--- src/rtl/sat_pkg.sv ---
// Shared types and symmetric-saturation arithmetic for the 4-point FFT datapath.
// All complex words are 8-bit signed, held within [-127, 127].
package sat_pkg;

  localparam int FFT_N = 4;

  typedef struct packed {
    logic signed [7:0] re;
    logic signed [7:0] im;
  } cplx8_t;

  typedef enum logic [1:0] {
    FILL  = 2'd0,
    ST1   = 2'd1,
    ST2   = 2'd2,
    DRAIN = 2'd3
  } fft_state_t;

  // Symmetric clamp: -128 is not a legal result, so it folds to -127.
  function automatic logic signed [7:0] sym_sat_9_8(input logic signed [8:0] v);
    if (v > 9'sd127) begin
      return 8'sd127;
    end else if (v < -9'sd127) begin
      return -8'sd127;
    end else begin
      return v[7:0];
    end
  endfunction

  function automatic cplx8_t cadd_sat(input cplx8_t a, input cplx8_t b, output logic sat);
    logic signed [8:0] wr;
    logic signed [8:0] wi;
    cplx8_t r;
    wr = {a.re[7], a.re} + {b.re[7], b.re};
    wi = {a.im[7], a.im} + {b.im[7], b.im};
    r.re = sym_sat_9_8(wr);
    r.im = sym_sat_9_8(wi);
    sat = (wr != {r.re[7], r.re}) || (wi != {r.im[7], r.im});
    return r;
  endfunction

  function automatic cplx8_t csub_sat(input cplx8_t a, input cplx8_t b, output logic sat);
    logic signed [8:0] wr;
    logic signed [8:0] wi;
    cplx8_t r;
    wr = {a.re[7], a.re} - {b.re[7], b.re};
    wi = {a.im[7], a.im} - {b.im[7], b.im};
    r.re = sym_sat_9_8(wr);
    r.im = sym_sat_9_8(wi);
    sat = (wr != {r.re[7], r.re}) || (wi != {r.im[7], r.im});
    return r;
  endfunction

endpackage

--- src/rtl/fft_bfly_r2.sv ---
// Combinational radix-2 butterfly with symmetric saturation on both outputs.
// sat reports whether any of the four component results was clamped.
module fft_bfly_r2
  import sat_pkg::*;
(
  input  cplx8_t a,
  input  cplx8_t b,
  output cplx8_t sum,
  output cplx8_t diff,
  output logic   sat
);

  logic sat_sum;
  logic sat_diff;

  always_comb begin
    sat_sum  = 1'b0;
    sat_diff = 1'b0;
    sum      = cadd_sat(a, b, sat_sum);
    diff     = csub_sat(a, b, sat_diff);
    sat      = sat_sum || sat_diff;
  end

endmodule

--- src/rtl/fft_4p_serial.sv ---
// Streaming 4-point complex FFT: buffer one frame, two registered butterfly
// stages, then drain four bins with valid/ready handshakes on both sides.
module fft_4p_serial
  import sat_pkg::*;
#(
  parameter int DATA_W      = 8,
  parameter bit BIT_REV_OUT = 1'b0
) (
  input  logic              clk,
  input  logic              rst,
  input  logic              in_valid,
  output logic              in_ready,
  input  logic [DATA_W-1:0] in_re,
  input  logic [DATA_W-1:0] in_im,
  output logic              out_valid,
  input  logic              out_ready,
  output logic [DATA_W-1:0] out_re,
  output logic [DATA_W-1:0] out_im,
  output logic [1:0]        out_idx,
  output logic              out_last,
  output logic              out_sat
);

  if (DATA_W != 8) begin : g_bad_width
    $error("fft_4p_serial: DATA_W must be 8");
  end

  fft_state_t state_reg, state_next;
  logic [1:0] cnt_reg;
  logic [1:0] ocnt_reg;
  logic       in_ready_reg;
  logic       sat_reg;
  logic       in_fire;
  logic       out_fire;
  logic [1:0] sel;

  cplx8_t x_reg   [FFT_N];
  cplx8_t bin_reg [FFT_N];
  cplx8_t a_reg, b_reg, c_reg, d_reg;
  cplx8_t d_rot;

  cplx8_t     s1_sum  [2];
  cplx8_t     s1_diff [2];
  logic [1:0] s1_sat;
  cplx8_t     s2_a    [2];
  cplx8_t     s2_b    [2];
  cplx8_t     s2_sum  [2];
  cplx8_t     s2_diff [2];
  logic [1:0] s2_sat;

  // in_ready_reg is only ever high while in FILL, so it alone qualifies input transfers.
  assign in_fire  = in_valid && in_ready_reg;
  assign out_fire = (state_reg == DRAIN) && out_ready;

  // Stage 1 pairs x0/x2 and x1/x3; stage 2 pairs a/c and b/(-j*d).
  always_comb begin
    d_rot.re = d_reg.im;
    d_rot.im = -d_reg.re;
  end

  assign s2_a[0] = a_reg;
  assign s2_b[0] = c_reg;
  assign s2_a[1] = b_reg;
  assign s2_b[1] = d_rot;

  genvar gi;
  generate
    for (gi = 0; gi < 2; gi++) begin : g_bfly
      fft_bfly_r2 u_st1 (
        .a    (x_reg[gi]),
        .b    (x_reg[gi+2]),
        .sum  (s1_sum[gi]),
        .diff (s1_diff[gi]),
        .sat  (s1_sat[gi])
      );
      fft_bfly_r2 u_st2 (
        .a    (s2_a[gi]),
        .b    (s2_b[gi]),
        .sum  (s2_sum[gi]),
        .diff (s2_diff[gi]),
        .sat  (s2_sat[gi])
      );
    end
  endgenerate

  always_ff @(posedge clk) begin
    if (rst) begin
      state_reg    <= FILL;
      in_ready_reg <= 1'b0;
    end else begin
      state_reg    <= state_next;
      in_ready_reg <= (state_next == FILL);
    end
  end

  always_comb begin
    state_next = state_reg;
    unique case (state_reg)
      FILL:    if (in_fire && cnt_reg == 2'(FFT_N - 1)) state_next = ST1;
      ST1:     state_next = ST2;
      ST2:     state_next = DRAIN;
      DRAIN:   if (out_fire && ocnt_reg == 2'(FFT_N - 1)) state_next = FILL;
      default: state_next = FILL;
    endcase
  end

  always_ff @(posedge clk) begin
    if (rst) begin
      cnt_reg  <= '0;
      ocnt_reg <= '0;
      sat_reg  <= 1'b0;
      a_reg    <= '0;
      b_reg    <= '0;
      c_reg    <= '0;
      d_reg    <= '0;
      for (int i = 0; i < FFT_N; i++) begin
        x_reg[i]   <= '0;
        bin_reg[i] <= '0;
      end
    end else begin
      if (in_fire) begin
        x_reg[cnt_reg] <= {in_re, in_im};
        cnt_reg        <= cnt_reg + 2'd1;
      end
      // Entering ST1 starts a fresh saturation record for the frame.
      if (state_reg == ST1) begin
        a_reg   <= s1_sum[0];
        b_reg   <= s1_diff[0];
        c_reg   <= s1_sum[1];
        d_reg   <= s1_diff[1];
        sat_reg <= |s1_sat;
      end
      if (state_reg == ST2) begin
        bin_reg[0] <= s2_sum[0];
        bin_reg[2] <= s2_diff[0];
        bin_reg[1] <= s2_sum[1];
        bin_reg[3] <= s2_diff[1];
        sat_reg    <= sat_reg || (|s2_sat);
      end
      if (out_fire) begin
        ocnt_reg <= ocnt_reg + 2'd1;
      end
    end
  end

  always_comb begin
    sel       = BIT_REV_OUT ? {ocnt_reg[0], ocnt_reg[1]} : ocnt_reg;
    in_ready  = in_ready_reg;
    out_valid = 1'b0;
    out_re    = '0;
    out_im    = '0;
    out_idx   = '0;
    out_last  = 1'b0;
    out_sat   = 1'b0;
    if (state_reg == DRAIN) begin
      out_valid = 1'b1;
      out_re    = bin_reg[sel].re;
      out_im    = bin_reg[sel].im;
      out_idx   = sel;
      out_last  = (ocnt_reg == 2'(FFT_N - 1));
      out_sat   = sat_reg;
    end
  end

endmodule

--- config.mk ---
export PLATFORM = sky130hd
export DESIGN_NAME = fft_4p_serial
export DESIGN_NICKNAME = d
export VERILOG_FILES = /design/src/rtl/sat_pkg.sv /design/src/rtl/fft_bfly_r2.sv /design/src/rtl/fft_4p_serial.sv
export SDC_FILE = /design/constraint.sdc
export NUM_CORES = 1
export LEC_CHECK = 0
export CAP_MARGIN = 0
export CORE_MARGIN = 2
export CORE_UTILIZATION = 55
export CTS_CLUSTER_DIAMETER = 40
export DETAILED_ROUTE_END_ITERATION = 8
export PLACE_DENSITY_LB_ADDON = 0.15
export SLEW_MARGIN = 20
export SYNTH_ARGS = -nofsm -noshare
export SYNTH_HDL_FRONTEND = slang
export SYNTH_SLANG_ARGS = --single-unit
--- constraint.sdc ---
create_clock -name clk -period 7.8 [get_ports clk]
set_input_delay 1.95 -clock clk [delete_from_list [all_inputs] [get_ports clk]]
set_output_delay 1.95 -clock clk [all_outputs]
set_load 0.01 [all_outputs]
==> results of run 1 <==
-- area by class of cell --
| cell class | count | area, um2 | area share (%) |
|---|---|---|---|
| repair buffers | 47 | 450 | 2.66 |
| well taps | 378 | 473 | 2.79 |
| clock inverters | 19 | 159 | 0.939 |
| multi-input cells | 1259 | 9210 | 54.4 |
| flip-flops and latches | 202 | 5330 | 31.5 |
| inverters | 150 | 563 | 3.33 |
| clock buffers | 33 | 741 | 4.38 |
-- layer usage --
layer | vias to the layer above | track usage [%]
met2 | 254 | 41.9
li1 | 6025 | -
met4 | 0 | 6.26
met3 | 49 | 2.53
met1 | 5557 | 35.0
met5 | - | 0
-- cell families (layout without fill, tap and decap cells) --
logic type,after synthesis,after routing,share of synthesized area (%)
fa+ha+maj,156,156,13.4
flops,202,202,34.6
compound gates,428,428,18.8
simple gates,547,547,18.4
xor+xnor,97,97,5.57
mux,31,31,3.37
buf+inv,221,249,5.76
-- report_power, final --
| group | internal (mW) | switching, mW |
|---|---|---|
| registers | 1.21 | 0.0640 |
| logic | 0.943 | 1.47 |
| clock network | 0.698 | 0.495 |
-- path summary, 6_finish.rpt --
kind / start / endpoint / slack (ns) / cells past startpoint
min reg2reg: d_reg[3]$_SDFFE_PP0P_ / d_reg[3]$_SDFFE_PP0P_ / 0.49 / 2
max reg2reg: d_reg[8]$_SDFFE_PP0P_ / sat_reg$_SDFFE_PP0P_ / 3.69 / 15
max: register / out_im[6] / 3.08 / 3
min: d_reg[3]$_SDFFE_PP0P_ / d_reg[3]$_SDFFE_PP0P_ / 0.49 / 2
-- cell usage after synthesis (all sizes together) (8+ instances only) --
| cell | count | area share [%] |
|---|---|---|
| edfxtp | 128 | 25 |
| and2 | 90 | 3.7 |
| nand4 | 10 | 0.41 |
| xor2 | 22 | 1.3 |
| a31oi | 24 | 1.1 |
| fa | 16 | 2.1 |
| a21oi | 129 | 4.2 |
| clkbuf | 44 | 1.1 |
| buf | 27 | 1.0 |
| o211ai | 8 | 0.39 |
| or2 | 11 | 0.45 |
| ha | 138 | 11 |
| inv | 148 | 3.6 |
| mux2i | 9 | 0.59 |
| xnor2 | 75 | 4.3 |
| nor2b | 26 | 1.1 |
| mux4 | 16 | 2.3 |
| nor3 | 31 | 1.0 |
| o21a | 13 | 0.63 |
| nand3 | 25 | 0.81 |
| nand2b | 37 | 1.5 |
| a21o | 15 | 0.73 |
| o21bai | 11 | 0.54 |
| dfxtp | 74 | 9.6 |
| a211oi | 38 | 2.0 |
| o22ai | 19 | 0.77 |
| o21ai | 71 | 2.3 |
| o31ai | 14 | 0.75 |
| nor3b | 9 | 0.44 |
| nand2 | 88 | 2.1 |
| nor2 | 167 | 4.1 |
| nor4b | 9 | 0.63 |
-- critical path, delay by kind of cell (launching register included) --
kind          cells  cell delay (ns)
flops             1             0.98
mux               1             0.59
buf+inv           1             0.48
simple gates      1             0.18
-- stage by stage --
step,utilization [%],worst slack (ns),hold slack (ns)
global route,61.2,2.88,0.522
global placement,57.9,3.54,0.475
finish,61.2,3.08,0.491
detailed placement,57.9,3.44,0.484
floorplan,-,3.89,0.458
CTS,61.2,2.99,0.493
==> impl_metrics.env, run 1 <==
export IMPL_die_h_um=171
export IMPL_synth_seq_area_share_pct=34.6
export IMPL_top_layer="met4"
export IMPL_period_minus_slack_ns=4.72
export IMPL_synth_seq_cells=202
export IMPL_root_buffer="clkbuf_16"
export IMPL_cts_tree="yes"
export IMPL_final_common_cell="nor2_1"
export IMPL_rsz0062_at_grt="false"
export IMPL_synth_avg_cell_area_um2=9.14
export IMPL_fin_nets=1862
export IMPL_layout_common_cells="167 x nor2_1, 148 x inv_1, 137 x ha_1, 128 x edfxtp_1, 127 x a21oi_1"
export IMPL_clk_latency_ns=0.54
export IMPL_fin_cells=2088
export IMPL_dp_cells=2036
export IMPL_max_slew_margin_pct=32.9
export IMPL_areaGrowthSynthToFinish_pct=10.0
export IMPL_synth_edf_count=128
export IMPL_critPathSlowestCell="dfxtp_1"
export IMPL_wl_met1_um=17300
export IMPL_worst_setup_path_start_kind="register"
export IMPL_cts_htree_levels=1
export IMPL_setup_viol=0
export IMPL_die_width_um=171
export IMPL_drive_above_1_share_pct=7.43
export IMPL_routed_wirelength_um=36400
export IMPL_fmax_mhz=212
export IMPL_io_buffer_count=41
export IMPL_rows=61
export IMPL_wl_per_cell_um=17.5
export IMPL_cap_violations=0
export IMPL_hold_buffers=0
export IMPL_hold_viol=0
export IMPL_report_final_slew_viol_count=0
export IMPL_critical_path_class="register to output port"
export IMPL_cp_max_fo=16
export IMPL_worstPathCellList="mux4_2, and2_1, clkdlybuf4s50_1"
export IMPL_synthArstFlopShare_pct=0
export IMPL_post_cts_resized=0
export IMPL_final_area_um2=16900
export IMPL_drt_drc_violations_left=0
export IMPL_mappedNetlistArea_um2=15400
export IMPL_vias=11900
export IMPL_max_vdd_ir_drop_mv=0.228
export IMPL_dr_wl_met2_um=16900
export IMPL_arrival_ns=2.77
export IMPL_nFillCells=2381
export IMPL_dpl_cell_area_um2=16000
export IMPL_grt_pass1_vias=11100
export IMPL_initial_utilization_pct=55.7
export IMPL_antenna_found_initial=0
export IMPL_tns_ns=0
export IMPL_clock_skew_ns=0.0131
export IMPL_power_mw=4.87
export IMPL_gp_congestion=0.903
export IMPL_synth_fp_nets=1856
export IMPL_place_hpwl_um=28800
export IMPL_power_density_nw_per_um2=288
export IMPL_antenna_cells=0
export IMPL_synth_distinct_cells=100
export IMPL_synth_ff_type="edfxtp_1"
export IMPL_clock_sinks=202
export IMPL_end_kind="output port"
export IMPL_numCtsBuffers=28
export IMPL_vias_per_cell=5.69
export IMPL_ant_nets=0
export IMPL_ios=42
export IMPL_drtIter0Drc=800
export IMPL_tightest_slew_ns=1.01
export IMPL_track_usage_pct=25.1
export IMPL_die_area_um2=29300
export IMPL_required_ns=5.85
export IMPL_outcome="finished clean"
export IMPL_cts_clk_slew_worst_paths_ns=0.06
export IMPL_hold_path_class="register to register"
export IMPL_grt_max_degree=97
export IMPL_cpPeakStageDelay_ns=0.98
export IMPL_grt_overflow_total=0
export IMPL_finalCritPeriodShare_pct=60.5
export IMPL_yosysWarnings=0
export IMPL_wl_met3_um=1330
export IMPL_post_cts_setup_buffer_count=0
export IMPL_ctsLongestPathBuffers=3
export IMPL_grt_pass1_wl_um=58400
export IMPL_dr_pass1_iters=5
export IMPL_power_leakage_nw=6.55
export IMPL_core_area_um2=27600
export IMPL_syn_inst=1682
No activity file was read; power rests on OpenSTA's default activity.
==> run 2: changes to the inputs <==
==> constraint.sdc (replaced) <==
create_clock -name clk -period 4.9 [get_ports clk]
set_input_delay 1.225 -clock clk [delete_from_list [all_inputs] [get_ports clk]]
set_output_delay 1.225 -clock clk [all_outputs]
set_load 0.01 [all_outputs]
==> run 2 against run 1 <==
Sequential power is 59% higher. Clock power is 68% higher. Clock-buffer cell count is 5 lower. Sequential share of layout area is 0.17 points lower. Largest power group unchanged.
==> impl_metrics.env, run 2 (same netlist as run 1, synthesis figures left out) <==
export IMPL_outcome="finished clean"
export IMPL_multi_input_area_um2=9190
export IMPL_internal_power_mw=4.61
export IMPL_drt_drc_violations_left=0
export IMPL_cp_max_fo=15
export IMPL_rows=61
export IMPL_wl_per_cell_um=17.2
export IMPL_ctsLongestPathBuffers=3
export IMPL_reg2reg_from="d_reg[8]$_SDFFE_PP0P_"
export IMPL_routed_wirelength_um=36100
export IMPL_cpMostUsedCell="a21o_1"
export IMPL_track_usage_pct=24.8
export IMPL_worstPathCellList="nor3_1, nor3b_1, nand2_1, xor2_1, ha_1, inv_1, a21o_1, a311o_1, o211ai_1, o31ai_1, a21o_1, nor2b_1, o2bb2a_1, a2111oi_0, a31oi_1"
export IMPL_tightest_slew_ns=0.964
export IMPL_setup_viol=0
export IMPL_max_slew_margin_pct=35.1
export IMPL_p_seq_share_pct=25.7
export IMPL_grt_max_degree=68
export IMPL_drtIter0Drc=710
export IMPL_die_width_um=171
export IMPL_areaGrowthSynthToFinish_pct=10.6
export IMPL_period_minus_slack_ns=4.27
export IMPL_layout_common_cells="167 x nor2_1, 148 x inv_1, 137 x ha_1, 128 x edfxtp_1, 127 x a21oi_1"
export IMPL_gp_congestion=0.876
export IMPL_initial_utilization_pct=55.7
export IMPL_grt_pass1_vias=11000
export IMPL_post_route_util_pct=61.6
export IMPL_root_buffer="clkbuf_16"
export IMPL_critical_path_class="register to register"
export IMPL_fmax_mhz=234
export IMPL_die_area_um2=29300
export IMPL_min_from="ocnt_reg[1]$_SDFFE_PP0P_"
export IMPL_drive_above_1_share_pct=7.97
export IMPL_max_vdd_ir_drop_mv=0.358
export IMPL_vias=11900
export IMPL_hold_buffers=0
export IMPL_antenna_found_initial=0
export IMPL_tns_ns=0
export IMPL_cts_clk_slew_worst_paths_ns=0.06
export IMPL_post_cts_resized=0
export IMPL_p_clk_share_pct=25.5
export IMPL_power_mw=7.85
export IMPL_cp_num_buf_inv=1
export IMPL_final_common_cell="nor2_1"
export IMPL_grt_pass1_wl_um=58400
export IMPL_clock_skew_ns=0.0168
export IMPL_hold_path_class="register to register"
export IMPL_vias_per_cell=5.66
export IMPL_fin_nets=1870
export IMPL_rsz0062_at_grt="false"
export IMPL_ios=42
export IMPL_power_switching_mw=3.24
export IMPL_grt_overflow_total=0
export IMPL_report_final_slew_viol_count=0
export IMPL_cpLargestDelayFamily="compound AO/OA/AOI/OAI gates"
export IMPL_cap_violations=0
export IMPL_place_hpwl_um=28600
export IMPL_cp_startpoint="d_reg[8]$_SDFFE_PP0P_"
export IMPL_required_ns=5.32
export IMPL_cpPeakStageDelay_ns=0.53
export IMPL_clock_sinks=202
export IMPL_end_kind="register"
export IMPL_post_cts_setup_buffer_count=0
export IMPL_power_leakage_nw=6.60
export IMPL_cts_tree="yes"
export IMPL_worst_setup_path_start_kind="register"
export IMPL_critPathSlowestCell="ha_1"
export IMPL_regArea_um2=5330
export IMPL_combPwrFrac_pct=48.8
export IMPL_switching_share_pct=41.3
export IMPL_power_density_nw_per_um2=461
export IMPL_core_area_um2=27600
export IMPL_clk_latency_ns=0.55
export IMPL_nFillCells=2388
export IMPL_cts_htree_levels=1
export IMPL_finalCritPeriodShare_pct=87.1
export IMPL_io_buffer_count=41
export IMPL_numCtsBuffers=28
export IMPL_ant_nets=0
export IMPL_die_h_um=171
export IMPL_arrival_ns=4.68
export IMPL_hold_viol=0
export IMPL_dr_pass1_iters=5
export IMPL_antenna_cells=0
-- run 2: cell count changes in the layout (fill, tap and decap cells not counted), sizes merged --
cell	before	now
buf	7	15
clkbuf	33	28
clkinv	9	13
bufinv	0	2
inv	156	154
clkinvlp	4	5
-- run 2: path summary, 6_finish.rpt --
path	slack, ns	cells past startpoint	end
worst min-delay path	0.49	2	register
worst max register to register	0.63	15	sat_reg$_SDFFE_PP0P_
worst max-delay path	0.63	15	sat_reg$_SDFFE_PP0P_
worst min register to register	0.49	2	register
-- run 2: layout make-up --
type | count | share of cell area [%]
clock buffer | 28 | 4.12
clock inverter | 24 | 1.46
inverter | 150 | 3.31
multi-input combinational | 1259 | 54.0
sequential | 202 | 31.3
tap | 378 | 2.78
timing repair buffer | 55 | 3.00
-- run 2: per-stage QoR --
| stage | setup WS, ns | instances | hold slack, ns | instance area [um2] |
|---|---|---|---|---|
| 2_1_floorplan | 1.41 | 1682 | 0.458 | 15400 |
| 3_3_place_gp | 0.857 | 2044 | 0.478 | 16100 |
| 3_5_place_dp | 0.790 | 2044 | 0.490 | 16100 |
| 4_1_cts | 0.663 | 2096 | 0.497 | 17000 |
| 5_1_grt | 0.326 | 2096 | 0.520 | 17000 |
| 6_report | 0.634 | 2096 | 0.490 | 17000 |
-- run 2: metal layers --
metal,part of all wire [%],global-route usage (%),vias to the layer above
met5,0,0,-
met4,2.5,7.00,0
met3,3.7,2.12,56
met2,45,40.7,264
met1,48,35.3,5515
li1,-,-,6037
-- run 2: power by group through the flow --
stage	Combinational [mW]	Clock [mW]	Sequential, mW
2_1_floorplan	3.06	0	2.02
3_3_place_gp	3.76	0	2.05
3_5_place_dp	3.78	0	2.05
4_1_cts	3.80	2.04	2.02
5_1_grt	4.25	2.11	2.03
6_report	3.83	2.00	2.02
-- run 2: worst reg2reg max path, stage by stage, from the launching register on --
cell and delay (ns):
dfxtp_1 0.36, nor3_1 0.35, nor3b_1 0.40, nand2_1 0.11, xor2_1 0.19, ha_1 0.53, inv_1 0.15, a21o_1 0.22
a311o_1 0.28, o211ai_1 0.13, o31ai_1 0.11, a21o_1 0.31, nor2b_1 0.20, o2bb2a_1 0.28, a2111oi_0 0.38, a31oi_1 0.13
==> run 3: changes to the inputs <==
--- a/config.mk
+++ b/config.mk
@@ -8,7 +8,7 @@
 export CAP_MARGIN = 0
 export CORE_MARGIN = 2
 export CORE_UTILIZATION = 55
-export CTS_CLUSTER_DIAMETER = 40
+export CTS_CLUSTER_DIAMETER = 100
 export DETAILED_ROUTE_END_ITERATION = 8
 export PLACE_DENSITY_LB_ADDON = 0.15
 export SLEW_MARGIN = 20
==> run 3 against run 2 <==
First-iteration DRC count up 0.70%. Clock skew down 0.0060 ns. Sequential share of layout area up 0.28 points. Setup slack better by 0.092 ns. Clock-buffer cell count down 4. Global-route usage up 0.086 points. Non-clock buffer count unchanged. Core utilization down 0.54 points.
==> impl_metrics.env, run 3 (same netlist as run 1, synthesis figures left out) <==
export IMPL_outcome="finished clean"
export IMPL_post_cts_setup_buffer_count=0
export IMPL_initial_utilization_pct=55.7
export IMPL_tightest_slew_ns=0.966
export IMPL_cpMostUsedCell="a21o_1"
export IMPL_dpl_cell_area_um2=16100
export IMPL_core_area_um2=27600
export IMPL_hold_ws_ns=0.498
export IMPL_nFillCells=2414
export IMPL_hold_path_class="register to register"
export IMPL_fin_cells=2086
export IMPL_critical_path_class="register to register"
export IMPL_vias=11900
export IMPL_drt_drc_violations_left=0
export IMPL_cts_tree="yes"
export IMPL_gp_congestion=0.876
export IMPL_grt_max_degree=68
export IMPL_power_leakage_nw=6.54
export IMPL_layout_common_cells="167 x nor2_1, 148 x inv_1, 137 x ha_1, 128 x edfxtp_1, 127 x a21oi_1"
export IMPL_dp_cells=2044
export IMPL_cpPeakStageDelay_ns=0.54
export IMPL_worst_setup_path_start_kind="register"
export IMPL_clock_skew_ns=0.0108
export IMPL_antenna_found_initial=0
export IMPL_io_buffer_count=41
export IMPL_grt_pass1_vias=11000
export IMPL_vias_per_cell=5.69
export IMPL_max_slew_margin_pct=35.0
export IMPL_cpLargestDelayFamily="compound AO/OA/AOI/OAI gates"
export IMPL_setup_viol=0
export IMPL_numCtsBuffers=23
export IMPL_cp_max_fo=15
export IMPL_regArea_um2=5330
export IMPL_final_area_um2=16900
export IMPL_tns_ns=0
export IMPL_critPathSlowestCell="ha_1"
export IMPL_drtIter0Drc=715
export IMPL_place_hpwl_um=28600
export IMPL_clock_sinks=202
export IMPL_grt_pass1_wl_um=58400
export IMPL_dr_pass1_iters=5
export IMPL_power_density_nw_per_um2=457
export IMPL_rsz0062_at_grt="false"
export IMPL_required_ns=5.29
export IMPL_multi_input_area_um2=9190
export IMPL_drive_above_1_share_pct=7.32
export IMPL_cts_clk_slew_worst_paths_ns=0.06
export IMPL_cap_violations=0
export IMPL_report_final_slew_viol_count=0
export IMPL_worstPathCellList="nor3_1, nor3b_1, nand2_1, xor2_1, ha_1, inv_1, a21o_1, a311o_1, o211ai_1, o31ai_1, a21o_1, nor2b_1, o2bb2a_1, a2111oi_0, a31oi_1"
export IMPL_post_cts_resized=0
export IMPL_cts_htree_levels=1
export IMPL_ctsLongestPathBuffers=3
export IMPL_final_common_cell="nor2_1"
export IMPL_die_area_um2=29300
export IMPL_cp_num_buf_inv=1
export IMPL_fmax_mhz=240
export IMPL_ant_nets=0
export IMPL_root_buffer="clkbuf_16"
export IMPL_hold_viol=0
export IMPL_ios=42
export IMPL_hold_buffers=0
export IMPL_die_h_um=171
export IMPL_finalCritPeriodShare_pct=85.2
export IMPL_fin_nets=1865
export IMPL_rows=61
export IMPL_grt_overflow_total=0
export IMPL_max_vdd_ir_drop_mv=0.357
export IMPL_antenna_cells=0
export IMPL_period_minus_slack_ns=4.17
export IMPL_routed_wirelength_um=36300
export IMPL_arrival_ns=4.57
export IMPL_track_usage_pct=24.9
export IMPL_wl_per_cell_um=17.4
export IMPL_areaGrowthSynthToFinish_pct=9.66
export IMPL_clk_latency_ns=0.53
export IMPL_end_kind="register"
export IMPL_die_width_um=171
==> run 3: cell count changes in the layout (fill, tap and decap cells not counted), sizes merged <==
cell,before,now
clkinv,13,7
clkbuf,28,24
inv,154,155
clkinvlp,5,2
bufinv,2,4
==> run 3: per-stage QoR <==
step	worst slack, ns	utilization, %	power, mW
floorplan	1.41	-	5.07
global placement	0.857	58.1	5.81
detailed placement	0.790	58.1	5.83
CTS	0.734	61.0	7.69
global route	0.330	61.0	8.21
finish	0.726	61.0	7.70
==> run 3: tightest hold or removal path: cells and delay by family, from the launching register on <==
family	cells	cell delay, ns
flops	1	0.32
simple gates	2	0.13
==> run 3: layer usage <==
layer | track usage, % | share of wire (%)
met3 | 2.44 | 3.9
met1 | 35.4 | 48
met5 | 0 | 0
met2 | 40.7 | 45
met4 | 7.00 | 2.5
==> run 3: area by class of cell <==
cell class	count	share of cell area (%)
multi-input cells	1259	54.5
flip-flops and latches	202	31.6
clock buffers	24	3.43
inverters	150	3.34
repair buffers	55	3.03
well taps	378	2.80
clock inverters	18	1.31
==> run 3: path summary, 6_finish.rpt <==
| path | cells after the start | endpoint | slack, ns | startpoint |
|---|---|---|---|---|
| worst max-delay path | 15 | sat_reg$_SDFFE_PP0P_ | 0.73 | d_reg[8]$_SDFFE_PP0P_ |
| worst max register to register | 15 | sat_reg$_SDFFE_PP0P_ | 0.73 | d_reg[8]$_SDFFE_PP0P_ |
| worst min register to register | 2 | d_reg[15]$_SDFFE_PP0P_ | 0.50 | d_reg[15]$_SDFFE_PP0P_ |
| worst min-delay path | 2 | d_reg[15]$_SDFFE_PP0P_ | 0.50 | d_reg[15]$_SDFFE_PP0P_ |
==> run 3: power breakdown <==
group	internal, mW	switching (mW)
logic	1.50	2.34
clock network	1.09	0.752
registers	1.92	0.0950
